## config.mk

```make
export PLATFORM = sky130hd
export DESIGN_NAME = tcm4671_spi_responder_flat
export DESIGN_NICKNAME = d
export VERILOG_FILES = /design/src/rtl/tcm4671_pkg.sv /design/src/rtl/tcm4671_spi_responder_if.sv /design/src/rtl/tcm4671_sync.sv /design/src/rtl/tcm4671_spi_responder.sv /design/src/flat_wrapper.sv
export SDC_FILE = /design/constraint.sdc
export NUM_CORES = 1
export LEC_CHECK = 0
export CORE_MARGIN = 8
export CORE_UTILIZATION = 30
export DETAILED_ROUTE_END_ITERATION = 6
export MAX_ROUTING_LAYER = met4
export PLACE_DENSITY = 0.54
export SYNTH_ARGS = -nofsm -noshare
export SYNTH_HDL_FRONTEND = slang
export SYNTH_HIERARCHICAL = 1
export SYNTH_SLANG_ARGS = --single-unit
```

## constraint.sdc

```tcl
create_clock -name clk -period 5.52 [get_ports clk]
set_input_delay 1.104 -clock clk [delete_from_list [all_inputs] [get_ports clk]]
set_output_delay 1.104 -clock clk [all_outputs]
set_load 0.01 [all_outputs]
```

## src/rtl/tcm4671_pkg.sv

```systemverilog
// Shared types and datagram field positions for the TMC4671-style SPI responder.
// A datagram is {writeNOTread, address[6:0], data[31:0]}, sent MSB first.
package tcm4671_pkg;

  typedef enum logic [2:0] {
    IDLE,
    ADDR,
    FETCH,
    DATA,
    FLUSH
  } state_t;

  localparam int FRAME_BITS_DEF = 40;
  localparam int WR_BIT         = 39;
  localparam int ADDR_MSB       = 38;
  localparam int ADDR_LSB       = 32;
  localparam int ADDR_BITS      = ADDR_MSB - ADDR_LSB + 1;
  localparam int DATA_BITS      = ADDR_LSB;
  localparam int HDR_BITS       = WR_BIT - ADDR_LSB + 1;

endpackage

```

## src/rtl/tcm4671_spi_responder_if.sv

```systemverilog
// Register-bus side of the responder: address/data/strobes out, read data back.
// "master" is the responder, "slave" is the register file it drives.
interface tcm4671_spi_responder_if;
  import tcm4671_pkg::*;

  logic [ADDR_BITS-1:0] reg_addr;
  logic [DATA_BITS-1:0] reg_wdata;
  logic [DATA_BITS-1:0] reg_rdata;
  logic                 reg_we;
  logic                 reg_re;
  logic                 frame_done;
  logic                 frame_error;

  modport master (
    output reg_addr, reg_wdata, reg_we, reg_re, frame_done, frame_error,
    input  reg_rdata
  );

  modport slave (
    input  reg_addr, reg_wdata, reg_we, reg_re, frame_done, frame_error,
    output reg_rdata
  );

endinterface

```

## src/rtl/tcm4671_sync.sv

```systemverilog
// Multi-flop synchronizer for one asynchronous input plus rise/fall detection
// of the synchronized level. STAGES must be at least 1.
module tcm4671_sync #(
  parameter int   STAGES    = 2,
  parameter logic RESET_VAL = 1'b0
) (
  input  logic clk,
  input  logic reset,
  input  logic i_async,
  output logic o_sync,
  output logic o_rise,
  output logic o_fall
);

  logic [STAGES-1:0] r_chain;
  logic              r_prev;

  always_ff @(posedge clk) begin
    if (reset) begin
      r_chain <= {STAGES{RESET_VAL}};
      r_prev  <= RESET_VAL;
    end else begin
      r_chain <= STAGES'({r_chain, i_async});
      r_prev  <= r_chain[STAGES-1];
    end
  end

  assign o_sync = r_chain[STAGES-1];
  assign o_rise = r_chain[STAGES-1] & ~r_prev;
  assign o_fall = ~r_chain[STAGES-1] & r_prev;

endmodule

```

## src/rtl/tcm4671_spi_responder.sv

```systemverilog
// SPI slave decoding 40-bit datagrams into single-cycle register read/write
// strobes, oversampling SCK/nSCS in the clk domain.
module tcm4671_spi_responder
  import tcm4671_pkg::*;
#(
  parameter int SYNC_STAGES = 2,
  parameter int FRAME_BITS  = FRAME_BITS_DEF
) (
  input  logic clk,
  input  logic reset,
  input  logic SCK,
  input  logic nSCS,
  input  logic MOSI,
  output logic MISO,
  output logic miso_oe,
  tcm4671_spi_responder_if.master rb
);

  localparam int CNT_W    = $clog2(FRAME_BITS + 1);
  localparam int SETTLE_W = $clog2(SYNC_STAGES + 1);
  localparam logic [CNT_W-1:0]    CNT_FULL     = CNT_W'(FRAME_BITS);
  localparam logic [CNT_W-1:0]    CNT_HDR_LAST = CNT_W'(HDR_BITS - 1);
  localparam logic [CNT_W-1:0]    CNT_SHIFT    = CNT_W'(HDR_BITS + 1);
  localparam logic [SETTLE_W-1:0] SETTLE_DONE  = SETTLE_W'(SYNC_STAGES);

  logic w_sck_sync, w_sck_rise_raw, w_sck_fall_raw;
  logic w_cs_sync, w_cs_rise, w_cs_fall;
  logic w_mosi, w_sck_rise, w_sck_fall;
  logic w_active, w_hdr_last, w_hdr_wr, w_frame_ok, w_settled, w_fetch_load;
  logic [ADDR_BITS-1:0] w_hdr_addr;

  state_t w_state_next;
  logic   w_we_next, w_re_next, w_done_next, w_err_next;

  state_t                 r_state;
  logic [SYNC_STAGES-1:0] r_mosi_chain;
  logic [CNT_W-1:0]       r_cnt;
  logic                   r_over;
  logic [SETTLE_W-1:0]    r_settle_cnt;
  logic [DATA_BITS-1:0]   r_mosi_sr;
  logic [DATA_BITS-1:0]   r_miso_sr;
  logic [ADDR_BITS-1:0]   r_addr;
  logic [DATA_BITS-1:0]   r_wdata;
  logic                   r_wr;
  logic                   r_we, r_re, r_done, r_err;

  tcm4671_sync #(.STAGES(SYNC_STAGES), .RESET_VAL(1'b0)) u_sync_sck (
    .clk     (clk),
    .reset   (reset),
    .i_async (SCK),
    .o_sync  (w_sck_sync),
    .o_rise  (w_sck_rise_raw),
    .o_fall  (w_sck_fall_raw)
  );

  tcm4671_sync #(.STAGES(SYNC_STAGES), .RESET_VAL(1'b1)) u_sync_cs (
    .clk     (clk),
    .reset   (reset),
    .i_async (nSCS),
    .o_sync  (w_cs_sync),
    .o_rise  (w_cs_rise),
    .o_fall  (w_cs_fall)
  );

  // MOSI has the same depth as SCK so the sampled bit lines up with the rise.
  always_ff @(posedge clk) begin
    if (reset) r_mosi_chain <= '0;
    else       r_mosi_chain <= SYNC_STAGES'({r_mosi_chain, MOSI});
  end
  assign w_mosi = r_mosi_chain[SYNC_STAGES-1];

  assign w_sck_rise   = w_sck_rise_raw & ~w_cs_sync;
  assign w_sck_fall   = w_sck_fall_raw & ~w_cs_sync;
  assign w_active     = (r_state == ADDR) || (r_state == FETCH) || (r_state == DATA);
  assign w_hdr_last   = (r_state == ADDR) && w_sck_rise && (r_cnt == CNT_HDR_LAST);
  assign w_hdr_wr     = r_mosi_sr[ADDR_BITS-1];
  assign w_hdr_addr   = ADDR_BITS'({r_mosi_sr, w_mosi});
  assign w_frame_ok   = (r_cnt == CNT_FULL) && !r_over;
  assign w_settled    = (r_settle_cnt == SETTLE_DONE);
  // reg_re is high in the first FETCH cycle; rdata is valid in the second.
  assign w_fetch_load = (r_state == FETCH) && !r_re;

  always_ff @(posedge clk) begin
    if (reset) r_state <= FLUSH;
    else       r_state <= w_state_next;
  end

  always_comb begin
    w_state_next = r_state;
    w_we_next    = 1'b0;
    w_re_next    = 1'b0;
    w_done_next  = 1'b0;
    w_err_next   = 1'b0;
    unique case (r_state)
      // Leave only once the synchronizers hold real pin values and the bus is idle.
      FLUSH: if (w_settled && w_cs_sync && !w_sck_sync) w_state_next = IDLE;
      IDLE:  if (w_cs_fall) w_state_next = ADDR;
      ADDR, FETCH, DATA: begin
        if (w_cs_rise) begin
          w_state_next = IDLE;
          if (w_frame_ok) begin
            w_done_next = 1'b1;
            w_we_next   = r_wr;
          end else begin
            w_err_next  = 1'b1;
          end
        end else if (w_hdr_last) begin
          if (w_hdr_wr) begin
            w_state_next = DATA;
          end else begin
            w_state_next = FETCH;
            w_re_next    = 1'b1;
          end
        end else if (w_fetch_load) begin
          w_state_next = DATA;
        end
      end
      default: w_state_next = FLUSH;
    endcase
  end

  always_ff @(posedge clk) begin
    if (reset) begin
      r_cnt        <= '0;
      r_over       <= 1'b0;
      r_settle_cnt <= '0;
      r_mosi_sr    <= '0;
      r_miso_sr    <= '0;
      r_addr       <= '0;
      r_wdata      <= '0;
      r_wr         <= 1'b0;
      r_we         <= 1'b0;
      r_re         <= 1'b0;
      r_done       <= 1'b0;
      r_err        <= 1'b0;
    end else begin
      r_we   <= w_we_next;
      r_re   <= w_re_next;
      r_done <= w_done_next;
      r_err  <= w_err_next;
      if (r_state == FLUSH && !w_settled) r_settle_cnt <= r_settle_cnt + SETTLE_W'(1);
      if (r_state == IDLE && w_cs_fall) begin
        r_cnt     <= '0;
        r_over    <= 1'b0;
        r_mosi_sr <= '0;
        r_miso_sr <= '0;
      end
      if (w_active && w_sck_rise) begin
        if (r_cnt != CNT_FULL) begin
          r_cnt     <= r_cnt + CNT_W'(1);
          r_mosi_sr <= {r_mosi_sr[DATA_BITS-2:0], w_mosi};
        end else begin
          r_over    <= 1'b1;
        end
      end
      if (w_hdr_last) begin
        r_addr <= w_hdr_addr;
        r_wr   <= w_hdr_wr;
      end
      if (w_fetch_load) r_miso_sr <= rb.reg_rdata;
      // The fall right after the 8th rise must keep bit 31 on the line.
      if (r_state == DATA && w_sck_fall && r_cnt >= CNT_SHIFT)
        r_miso_sr <= {r_miso_sr[DATA_BITS-2:0], 1'b0};
      if (w_active && w_cs_rise) begin
        r_miso_sr <= '0;
        if (w_frame_ok && r_wr) r_wdata <= r_mosi_sr;
      end
    end
  end

  assign MISO           = r_miso_sr[DATA_BITS-1];
  assign miso_oe        = ~w_cs_sync;
  assign rb.reg_addr    = r_addr;
  assign rb.reg_wdata   = r_wdata;
  assign rb.reg_we      = r_we;
  assign rb.reg_re      = r_re;
  assign rb.frame_done  = r_done;
  assign rb.frame_error = r_err;

endmodule

```

## src/flat_wrapper.sv

```systemverilog
// flat-port wrapper written by rule: the top's interface ports become plain ports
module tcm4671_spi_responder_flat import tcm4671_pkg::*;
#(
  parameter int SYNC_STAGES = 2,
  parameter int FRAME_BITS  = FRAME_BITS_DEF
)
  (clk, reset, SCK, nSCS, MOSI, MISO, miso_oe, rb_reg_addr, rb_reg_wdata, rb_reg_we, rb_reg_re, rb_frame_done, rb_frame_error, rb_reg_rdata);
  tcm4671_spi_responder_if rb_i ();
  input  logic clk;
  input  logic reset;
  input  logic SCK;
  input  logic nSCS;
  input  logic MOSI;
  output logic MISO;
  output logic miso_oe;
  output wire logic [$bits(rb_i.reg_addr)-1:0] rb_reg_addr;
  output wire logic [$bits(rb_i.reg_wdata)-1:0] rb_reg_wdata;
  output wire logic [$bits(rb_i.reg_we)-1:0] rb_reg_we;
  output wire logic [$bits(rb_i.reg_re)-1:0] rb_reg_re;
  output wire logic [$bits(rb_i.frame_done)-1:0] rb_frame_done;
  output wire logic [$bits(rb_i.frame_error)-1:0] rb_frame_error;
  input wire logic [$bits(rb_i.reg_rdata)-1:0] rb_reg_rdata;
  assign rb_reg_addr = rb_i.reg_addr;
  assign rb_reg_wdata = rb_i.reg_wdata;
  assign rb_reg_we = rb_i.reg_we;
  assign rb_reg_re = rb_i.reg_re;
  assign rb_frame_done = rb_i.frame_done;
  assign rb_frame_error = rb_i.frame_error;
  assign rb_i.reg_rdata = rb_reg_rdata;
  tcm4671_spi_responder #(.SYNC_STAGES(SYNC_STAGES), .FRAME_BITS(FRAME_BITS)) u_core (.clk(clk), .reset(reset), .SCK(SCK), .nSCS(nSCS), .MOSI(MOSI), .MISO(MISO), .miso_oe(miso_oe), .rb(rb_i));
endmodule
```

Word-level counts from Yosys, hierarchy flattened. Index checks and enable logic that the tools add are counted.

Bitwise logic cells: 14. Order comparisons: 1. Equal/unequal tests: 11. Multiplexer cells: 22. $add $sub $neg: 2. Reductions and logical operators: 30.

Operators by type and width (count): two-way mux 32 bit (6); two-way mux 6 bit (3); two-way mux 3 bit (5); logical AND 1 bit (13); one-hot mux 3 bit (3 select lines) (1); OR reduction 3 bit (3); NOT 1 bit (8); OR reduction 4 bit (2); two-way mux 1 bit (7); adder 6 x 1 -> 6 bit (second input constant) (1); AND 1 bit (6); == test 3 x 2 -> 1 bit (second input constant) (2); == test 6 x 3 -> 1 bit (second input constant) (1); == test 6 bit (second input constant) (1); >= comparator 6 x 4 -> 1 bit (second input constant) (1); != test 6 bit (second input constant) (1); zero test 1 bit (4); != test 2 x 1 -> 1 bit (second input constant) (2); != test 4 x 1 -> 1 bit (second input constant) (1); == test 3 x 1 -> 1 bit (second input constant) (1); == test 3 bit (second input constant) (1); zero test 3 bit (1); AND reduction 3 bit (1); nonzero test 3 bit (1); other kinds (6) (7).

Output and inout bits: 45. Register bits after elaboration: 128. Logic and storage cells: 99.

Logic depth before layout (Yosys ltp). Gate-level depths: netlist of the first run.

Depth in word-level cells: 8. Mapped depth: 8. Gate-level depth less buffers: 6.

By module. The synthesis of the first run kept the hierarchy.

Modules (own cells, without submodules): tcm4671_spi_responder (cells an instance 597, times used 1, area each 5181.2 µm²); tcm4671_sync at u_core.u_sync_cs (cells an instance 8, times used 1, area each 92.6 µm²); tcm4671_sync at u_core.u_sync_sck (cells an instance 8, times used 1, area each 91.3 µm²).

Worst setup path after synthesis of the first run. OpenSTA, ideal clock, no wires.

Path kind: input-to-reg. From: input reset. To: register u_core.r_cnt[0]. Stages: 4. Data arrival time: 1972 ps. Setup time: 132 ps. Slack: 3416 ps. Required time: 5388 ps. Cell sequence: clkbuf_1 -> clkbuf_1 -> clkbuf_1 -> a21oi_1.

RTL lines: from (decl) (line flat_wrapper.sv:10) `input logic reset;`; to (signal assigned) (line tcm4671_spi_responder.sv:150) `r_cnt <= r_cnt + CNT_W'(1);`; to (decl) (line tcm4671_spi_responder.sv:37) `logic [CNT_W-1:0] r_cnt;`.

No word-level cell between the ends.

Final worst setup path of the first run.
From: register u_core.r_state[0]. To: register u_core.r_miso_sr[9].

Longest elaborated chain between the ends: 5.

Ends and longest elaborated chain: from (decl) (line tcm4671_spi_responder.sv:35) `state_t r_state;`; from (signal assigned) (line tcm4671_spi_responder.sv:85) `else r_state <= w_state_next;`; == test 3 x 1 -> 1 bit or == test 3 x 2 -> 1 bit (tied branches) (line tcm4671_spi_responder.sv:74, tcm4671_spi_responder.sv:81); logical OR 1 bit (2 in series) (line tcm4671_spi_responder.sv:74) `assign w_active = (r_state == ADDR) || (r_state == FETCH) || (r_state == DATA);`; logical AND 1 bit (line tcm4671_spi_responder.sv:164) `if (w_active && w_cs_rise) begin`; OR reduction 2 bit (no source line); to (signal assigned) (line tcm4671_spi_responder.sv:160) `if (w_fetch_load) r_miso_sr <= rb.reg_rdata;`; to (signal assigned) (line tcm4671_spi_responder.sv:163) `r_miso_sr <= {r_miso_sr[DATA_BITS-2:0], 1'b0};`; to (decl) (line tcm4671_spi_responder.sv:41) `logic [DATA_BITS-1:0] r_miso_sr;`.

Several ways; a longest one is shown, not always the timed one. A chain may end at the register's enable or synchronous reset.

==> impl_metrics.py, run 1 <==
metrics = {
    "routing": {
        "viasPerCell": 5.396,
        "final_antenna_net_count": 0,
        "via_count": 4824,
        "detail_route.wl_per_cell_um": 16.12,
        "dr.pass1.iters": 4,
        "drc": 0,
        "drt_iter0_drc": 485,
        "routed_wl_mm": 14.42,
    },
    "timing": {
        "setup_violations": 0,
        "skew_ps": 10.50,
        "whs_ps": 409.3,
        "grt_setup_unrepaired": "no",
        "final.setup.tns_ps": 0,
        "hold_violations": 0,
        "fmax_mhz": 390.5,
        "slew_headroom": 0.1649,
        "layout_min_cycle_time_ps": 2561,
        "tightest_slew_ps": 1249,
        "fin_ws_ps": 2959,
        "finalCritPeriodShare": 0.4639,
        "slew_violations": 0,
    },
    "clock_network": {
        "clk_path_buf_depth": 2,
        "cts.sinks": 128,
        "cts_tree": "yes",
        "ctsRootBufferMaster": "clkbuf_16",
        "ctsResizeCount": 0,
        "clk_pin_slew_ps": 60,
        "insertion_delay_ps": 420,
        "h-tree-depth": 4,
        "cts_buffers": 17,
        "postCtsHoldBufs": 0,
        "cts_setup_buffers": 0,
    },
    "run": {
        "cap_violations": 0,
    },
    "yosys": {
        "synth_flop_cell": "dfxtp_1",
        "yosysTopAreaCell": "dfxtp_1",
        "netlist-cell-type-count": 43,
        "synth_fp_nets": 655,
        "synthDominantCellAreaShare": 0.4776,
        "synth_warnings": 6,
        "async_flop_share": 0,
        "synth_area_um2": 5365,
        "yosys_register_bits": 128,
        "synth_top_cells_by_count": "128 x dfxtp_1, 110 x a21oi_1, 73 x nand3_1",
        "synthCells": 613,
        "synth_area_leaders": "dfxtp_1 48%, a21oi_1 10%, o211ai_1 9.5%, nand3_1 6.8%, a32oi_1 5.1%",
        "synth_edf_count": 0,
        "synth.avg_cell_area_um2": 8.752,
        "synth.most_common_cell": "dfxtp_1",
        "ys_seq_area_frac": 0.4776,
    },
    "power": {
        "ir_drop_uv": 210.3,
        "p_leak_nw": 2.112,
        "combinationalPowerShare": 0.043,
        "pwr-share-clk": 0.536,
        "p_seq_frac": 0.421,
        "internal_power_mw": 1.746,
        "p_sw_frac": 0.2239,
        "power_density_nw_per_um2": 328.4,
        "p_sw_uw": 503.5,
    },
    "place": {
        "port_buffers": 81,
        "place_hpwl_mm": 8.609,
        "place_worst_setup_slack_ps": 2998,
        "globalplace.congestion": 0.7480,
    },
    "grt": {
        "grt_pass1_vias": 4744,
        "grt-ovfl-total": 0,
        "antenna_found_initial": 0,
        "grt_pass1_wl_mm": 23.70,
        "grtUsageTotal": 0.1338,
        "grt_max_degree": 98,
    },
    "min_path": {
        "min_from": "u_core/u_sync_cs/r_chain[0]",
        "worstHoldPathType": "reg -> reg",
        "hold_end": "u_core/u_sync_cs/r_chain[1]",
        "min_path_cells": 1,
    },
    "critical_path": {
        "crit_fanout": 32,
        "crit_type": "reg -> reg",
        "crit_family": "simple AND/OR/NAND/NOR gates",
        "worst-r2r-setup-slack_ps": 2960,
        "arrival_ps": 2820,
        "reg2reg_to": "u_core/r_miso_sr[9]",
        "slowest_stage": "nand3_1",
        "crit_buf_inv": 0,
        "critPathCaptureType": "flip-flop",
        "reg2reg_from": "u_core/r_state[0]",
        "ff2ff_path_depth": 4,
        "required_ps": 5770,
        "path_cells": "nor3b_2, nand3_1, o211ai_1, a21oi_1",
        "max_stage_delay_ps": 920,
        "startpoint_type": "flip-flop",
    },
    "layout": {
        "drive_gt1_frac": 0.06617,
        "antenna_cells": 0,
        "final_nets": 694,
        "syn_to_final_growth_pct": 27.64,
    },
    "floorplanning": {
        "die-width_um": 149.7,
        "fp.dieArea_um2": 22420,
        "top_level_ports": 82,
        "rows": 49,
        "initial_core_util": 0.3018,
        "die_h_um": 149.7,
        "core_region_area_um2": 17780,
    },
    "status": {
        "outcome": "completed",
    },
}
how the worst max path moves through the flow:
stage,start,to,slack (ps),depth (start not counted)
3_5_place_dp,u_core/r_state[0],u_core/r_miso_sr[10],3000,4
6_report,u_core/r_state[0],u_core/r_miso_sr[9],2960,4
3_3_place_gp,u_core/r_state[0],u_core/r_miso_sr[23],3090,4
4_1_cts,u_core/u_sync_cs/r_chain[1],miso_oe,2940,2
5_1_grt,u_core/r_cnt[0],u_core/rb.frame_done,2750,5
2_1_floorplan,reset,u_core/r_cnt[0],3420,4
stage by stage:
step                      instances  power, mW  instance area, um^2    util
after global routing            894      2.329                 6848  0.3852
after detailed placement        862      1.065                 6215  0.3495
after floorplan                 613      1.024                 5365       -
final                           894      2.249                 6848  0.3852
after CTS                       894      2.272                 6848  0.3852
after global placement          862      1.063                 6215  0.3495
metal layers:
layer / global-route usage / part of all wire / wire (um)
met5: - / 0 / 0
met4: 0.05597 / 0.016 / 228
met3: 0.03205 / 0.036 / 526
met2: 0.2092 / 0.49 / 7067
met1: 0.1625 / 0.46 / 6591
logic make-up after synthesis:
| group | count (synthesis) | synth area share |
|---|---|---|
| XOR/XNOR | 2 | 0.003266 |
| AO/OA/AOI/OAI | 253 | 0.2950 |
| flip-flops | 128 | 0.4776 |
| adder cells (fa/ha/maj) | 5 | 0.01166 |
| buffers and inverters | 77 | 0.06273 |
| AND/OR/NAND/NOR | 146 | 0.1460 |
| multiplexers | 2 | 0.003731 |
flip-flops by register name, summed over array words and instances (netlist names), 2 cells and up:
name	count
u_core/r_mosi_sr	32
u_core/r_cnt	6
u_core/r_state	3
u_core/r_mosi_chain	2
u_core/rb.reg_wdata	32
u_core/r_settle_cnt	2
u_core/r_miso_sr	32
u_core/u_sync_sck/r_chain	2
u_core/u_sync_cs/r_chain	2
u_core/rb.reg_addr	7
area by class of cell:
cell class,instances,area [um^2]
Clock buffer,18,429.2
Clock inverter,14,203.9
Fill cell,1784,10930
Inverter,8,30.03
Multi-Input combinational cell,408,2470
Sequential cell,128,2562
Tap cell,229,286.5
Timing Repair Buffer,89,865.8
layout by cell type (no fill, tap or decap), types with 9 or more instances in the layout:
cell type,netlist,final
o21ai_0,32,32
nor2_1,9,9
clkbuf_16,0,17
nand2_1,22,22
dfxtp_1,128,128
nor2b_1,9,9
nand3_1,73,73
a32oi_1,31,31
o211ai_1,68,68
a21oi_1,110,110
clkdlybuf4s50_1,0,80
power by group through the flow:
stage	clock network [mW]	registers [mW]	logic, mW
2_1_floorplan	0	0.960	0.0641
3_3_place_gp	0	0.967	0.0962
3_5_place_dp	0	0.968	0.0972
4_1_cts	1.23	0.948	0.0978
5_1_grt	1.27	0.949	0.108
6_report	1.21	0.947	0.0966
No activity file was read; power rests on OpenSTA's default activity.
==> run 2: changes to the inputs <==
clock period = 2.4 ns   (was 5.52 ns; I/O delays follow)
==> run 2 against run 1 <==
Final area rose by 1.2%; register-to-register slack got worse by 2500 ps; sequential share of layout area fell by 0.43 points; critical path type is now reg -> out.
==> impl_metrics.py, run 2 (same netlist as run 1, synthesis figures left out) <==
metrics = {
    "status": {
        "outcome": "completed",
    },
    "floorplanning": {
        "initial_core_util": 0.3018,
        "fp.dieArea_um2": 22420,
        "die-width_um": 149.7,
        "rows": 49,
        "top_level_ports": 82,
        "die_h_um": 149.7,
        "core_region_area_um2": 17780,
    },
    "critical_path": {
        "critPathCaptureType": "output pin",
        "crit_type": "reg -> out",
        "crit_fanout": 8,
        "startpoint_type": "flip-flop",
        "cp-startpoint": "u_core/u_sync_cs/r_chain[1]",
        "required_ps": 1920,
        "reg2reg_from": "u_core/r_cnt[0]",
        "arrival_ps": 1420,
    },
    "clock_network": {
        "cts_buffers": 17,
        "ctsRootBufferMaster": "clkbuf_16",
        "postCtsHoldBufs": 0,
        "cts_tree": "yes",
        "h-tree-depth": 4,
        "clk_pin_slew_ps": 50,
        "cts_setup_buffers": 0,
        "ctsResizeCount": 0,
        "clk_path_buf_depth": 2,
        "insertion_delay_ps": 410,
        "cts.sinks": 128,
    },
    "power": {
        "p_sw_frac": 0.2056,
        "internal_power_mw": 4.005,
        "power_density_nw_per_um2": 727.8,
        "pwr-share-clk": 0.523,
        "p_leak_nw": 2.172,
        "combinationalPowerShare": 0.044,
        "p_seq_frac": 0.433,
        "p_sw_mw": 1.036,
        "ir_drop_uv": 461.8,
    },
    "routing": {
        "dr.pass1.iters": 4,
        "detail_route.wl_per_cell_um": 15.79,
        "drc": 0,
        "viasPerCell": 5.351,
        "via_count": 4848,
        "drt_iter0_drc": 417,
        "routed_wl_mm": 14.31,
        "final_antenna_net_count": 0,
    },
    "layout": {
        "nFillCells": 1799,
        "antenna_cells": 0,
        "final_nets": 708,
        "final_cell_mix": "128 x dfxtp_1, 110 x a21oi_1, 80 x clkdlybuf4s50_1",
        "regArea_um2": 2562,
        "multi_input_area_um2": 2470,
        "drive_gt1_frac": 0.08419,
        "final_common_cell": "dfxtp_1",
        "syn_to_final_growth_pct": 29.10,
    },
    "timing": {
        "tightest_slew_ps": 466.5,
        "whs_ps": 409.3,
        "fmax_mhz": 526.1,
        "skew_ps": 5.783,
        "slew_violations": 0,
        "final.setup.tns_ps": 0,
        "layout_min_cycle_time_ps": 1901,
        "grt_setup_unrepaired": "no",
        "hold_violations": 0,
        "finalCritPeriodShare": 0.7920,
        "setup_violations": 0,
        "slew_headroom": 0.6890,
    },
    "run": {
        "cap_violations": 0,
    },
    "grt": {
        "grt_max_degree": 48,
        "grtUsageTotal": 0.1322,
        "antenna_found_initial": 0,
        "grt_pass1_vias": 4818,
        "grt_pass1_wl_mm": 23.69,
        "grt-ovfl-total": 0,
    },
    "min_path": {
        "worstHoldPathType": "reg -> reg",
        "min_from": "u_core/u_sync_cs/r_chain[0]",
    },
    "place": {
        "place_hpwl_mm": 9.116,
        "port_buffers": 81,
        "globalplace.congestion": 0.7876,
    },
}
## run 2: cell types whose count changed in the layout (fill, tap and decap cells not counted)
cell	change
buf_4	+14
clkinv_2	+5
inv_6	-4
clkinv_4	-3
clkbuf_1	-1
clkbuf_8	+1
## run 2: metrics by stage
step / worst slack (ps) / power [mW] / utilization / instances / cell area (um^2)
after floorplan: 671.1 / 2.356 / - / 613 / 5365
after CTS: 456.4 / 5.121 / 0.3896 / 906 / 6927
after global routing: 379.7 / 5.250 / 0.3896 / 906 / 6927
final: 499.2 / 5.041 / 0.3896 / 906 / 6927
after global placement: 569.4 / 2.446 / 0.3555 / 876 / 6320
after detailed placement: 506.8 / 2.453 / 0.3555 / 876 / 6320
## run 2: final cells by class
type / instances / area share
flip-flops and latches: 128 / 0.3699
multi-input cells: 408 / 0.3566
repair buffers: 103 / 0.1402
clock buffers: 18 / 0.06340
well taps: 229 / 0.04137
clock inverters: 12 / 0.02421
inverters: 8 / 0.004335
## run 2: worst max-delay path, stage by stage, from the launching register on
cell and delay, ps:
dfxtp_1 460, inv_1 70, clkdlybuf4s50_1 480
## run 2: per-layer routing
metal / GRT usage / vias up / routed length [um]
met4: 0.04398 / 0 / 158
met5: - / - / 0
met3: 0.03568 / 9 / 609
li1: - / 2395 / -
met2: 0.2142 / 104 / 7195
met1: 0.1563 / 2340 / 6344
## run 2: worst paths after layout
| check | to | slack (ps) | cells past startpoint |
|---|---|---|---|
| worst min register to register | u_core/u_sync_cs/r_chain[1] | 410 | 1 |
| worst max register to register | u_core/r_cnt[2] | 500 | 6 |
| worst min-delay path | u_core/u_sync_cs/r_chain[1] | 410 | 1 |
| worst max-delay path | miso_oe | 500 | 2 |
## run 2: power groups by stage
stage          Clock, mW  Combinational (mW)  Sequential (mW)
3_5_place_dp           0               0.227             2.23
6_report            2.64               0.224             2.18
3_3_place_gp           0               0.221             2.23
5_1_grt             2.82               0.251             2.18
2_1_floorplan          0               0.147             2.21
4_1_cts             2.71               0.228             2.18
==> run 3: changes to the inputs <==
clock period = 1.8 ns   (was 2.4 ns; I/O delays follow)
==> run 3 against run 2 <==
Sequential share of layout area decreased by 1.4 points; worst setup slack got worse by 420 ps; flip-flop and latch count unchanged; cell count increased by 1.2%; largest power group unchanged; hold slack got worse by 53 ps; power increased by 36%; count of clock-buffer cells in the layout increased by 3; critical path depth unchanged; sequential power increased by 33%; clock skew increased by 4.9 ps; final area increased by 3.9%; critical path type unchanged; first-iteration DRC count decreased by 16%.
==> impl_metrics.py, run 3 (same netlist as run 1, synthesis figures left out) <==
metrics = {
    "routing": {
        "topRoutingLayerUsed": "met4",
        "final_antenna_net_count": 0,
        "detail_route.wl_per_cell_um": 15.69,
        "drc": 0,
        "drt-met1-wl_mm": 6.452,
        "via_count": 4961,
        "wl_met2_mm": 7.040,
        "routed_wl_mm": 14.39,
        "drt_iter0_drc": 349,
        "dr.pass1.iters": 4,
        "viasPerCell": 5.410,
        "wl_met3_um": 641,
    },
    "timing": {
        "fin_ws_ps": 76.18,
        "final.setup.tns_ps": 0,
        "skew_ps": 10.70,
        "tightest_slew_ps": 400.8,
        "layout_min_cycle_time_ps": 1724,
        "hold_violations": 0,
        "grt_setup_unrepaired": "no",
        "setup_violations": 0,
        "finalCritPeriodShare": 0.9577,
        "slew_headroom": 0.7328,
        "fmax_mhz": 580.1,
        "slew_violations": 0,
    },
    "floorplanning": {
        "fp.dieArea_um2": 22420,
        "core_region_area_um2": 17780,
        "die_h_um": 149.7,
        "initial_core_util": 0.3018,
        "die-width_um": 149.7,
        "rows": 49,
        "top_level_ports": 82,
    },
    "layout": {
        "final_nets": 717,
        "drive_gt1_frac": 0.1076,
        "final_cell_mix": "126 x dfxtp_1, 110 x a21oi_1, 79 x clkdlybuf4s50_1",
        "fin_util": 0.4049,
        "final_common_cell": "dfxtp_1",
        "syn_to_final_growth_pct": 34.19,
        "antenna_cells": 0,
        "nFillCells": 1761,
        "fin_area_um2": 7199,
    },
    "grt": {
        "grt_max_degree": 54,
        "grt_pass1_vias": 4862,
        "antenna_found_initial": 0,
        "grt_pass1_wl_mm": 23.76,
        "grtUsageTotal": 0.1344,
        "grt-ovfl-total": 0,
    },
    "power": {
        "ir_drop_uv": 648.7,
        "power_density_nw_per_um2": 955.2,
        "p_total_mw": 6.877,
        "p_leak_nw": 2.325,
    },
    "status": {
        "outcome": "completed",
    },
    "run": {
        "cap_violations": 0,
    },
    "place": {
        "globalplace.congestion": 0.7628,
        "place_hpwl_mm": 9.350,
        "place_area_um2": 6525,
        "place_worst_setup_slack_ps": 50.33,
        "port_buffers": 81,
    },
    "clock_network": {
        "cts_tree": "yes",
        "postCtsHoldBufs": 0,
        "clk_path_buf_depth": 2,
        "insertion_delay_ps": 410,
        "clk_pin_slew_ps": 60,
        "h-tree-depth": 4,
        "ctsRootBufferMaster": "clkbuf_16",
        "cts.sinks": 128,
        "cts_setup_buffers": 0,
        "cts_buffers": 17,
    },
    "critical_path": {
        "arrival_ps": 1360,
        "crit_type": "reg -> out",
        "startpoint_type": "flip-flop",
        "critPathCaptureType": "output pin",
        "crit_fanout": 8,
        "required_ps": 1440,
    },
    "min_path": {
        "worstHoldPathType": "in -> reg",
    },
}
run 3: worst paths after layout:
check	cells after the start	from	endpoint	slack (ps)
hold / removal	2	reset	u_core/r_over	360
setup reg to reg	6	u_core/r_cnt[0]	u_core/r_cnt[2]	110
setup / recovery	2	u_core/u_sync_cs/r_chain[1]	miso_oe	80
hold reg to reg	1	u_core/u_sync_cs/r_chain[0]	u_core/u_sync_cs/r_chain[1]	410
run 3: layout make-up:
| cell class | instances | area [um^2] | area share |
|---|---|---|---|
| repair buffers | 112 | 1195 | 0.1660 |
| clock inverters | 11 | 150.1 | 0.02086 |
| multi-input cells | 408 | 2492 | 0.3462 |
| flip-flops and latches | 128 | 2565 | 0.3563 |
| well taps | 229 | 286.5 | 0.03980 |
| inverters | 8 | 30.03 | 0.004171 |
| clock buffers | 21 | 480.5 | 0.06674 |
run 3: routing by layer:
layer  global-route usage  vias to the layer above
li1                     -                     2429
met1               0.1613                     2397
met2               0.2097                      118
met3              0.03296                       17
met4              0.06097                        0
met5                    -                        -
run 3: through the flow:
stage          std cells  hold WS [ps]
6_report             917         356.2
5_1_grt              917         364.6
4_1_cts              917         338.4
3_5_place_dp         885         399.1
3_3_place_gp         885         391.1
2_1_floorplan        613         383.2
run 3: worst max-delay path: stages, from the launching register on:
cell and delay [ps]:
dfxtp_2 370, inv_1 60, clkdlybuf4s50_1 530
run 3: timing repair:
item	CTS	global route
endpoints found under the setup margin	1	99
gates resized for setup	1	11
pin swaps	0	0
run 3: where the power goes:
group	total, mW	switching, mW	internal, mW
clock	3.63	1.29	2.34
combinational	0.346	0.167	0.179
sequential	2.90	0.0316	2.87
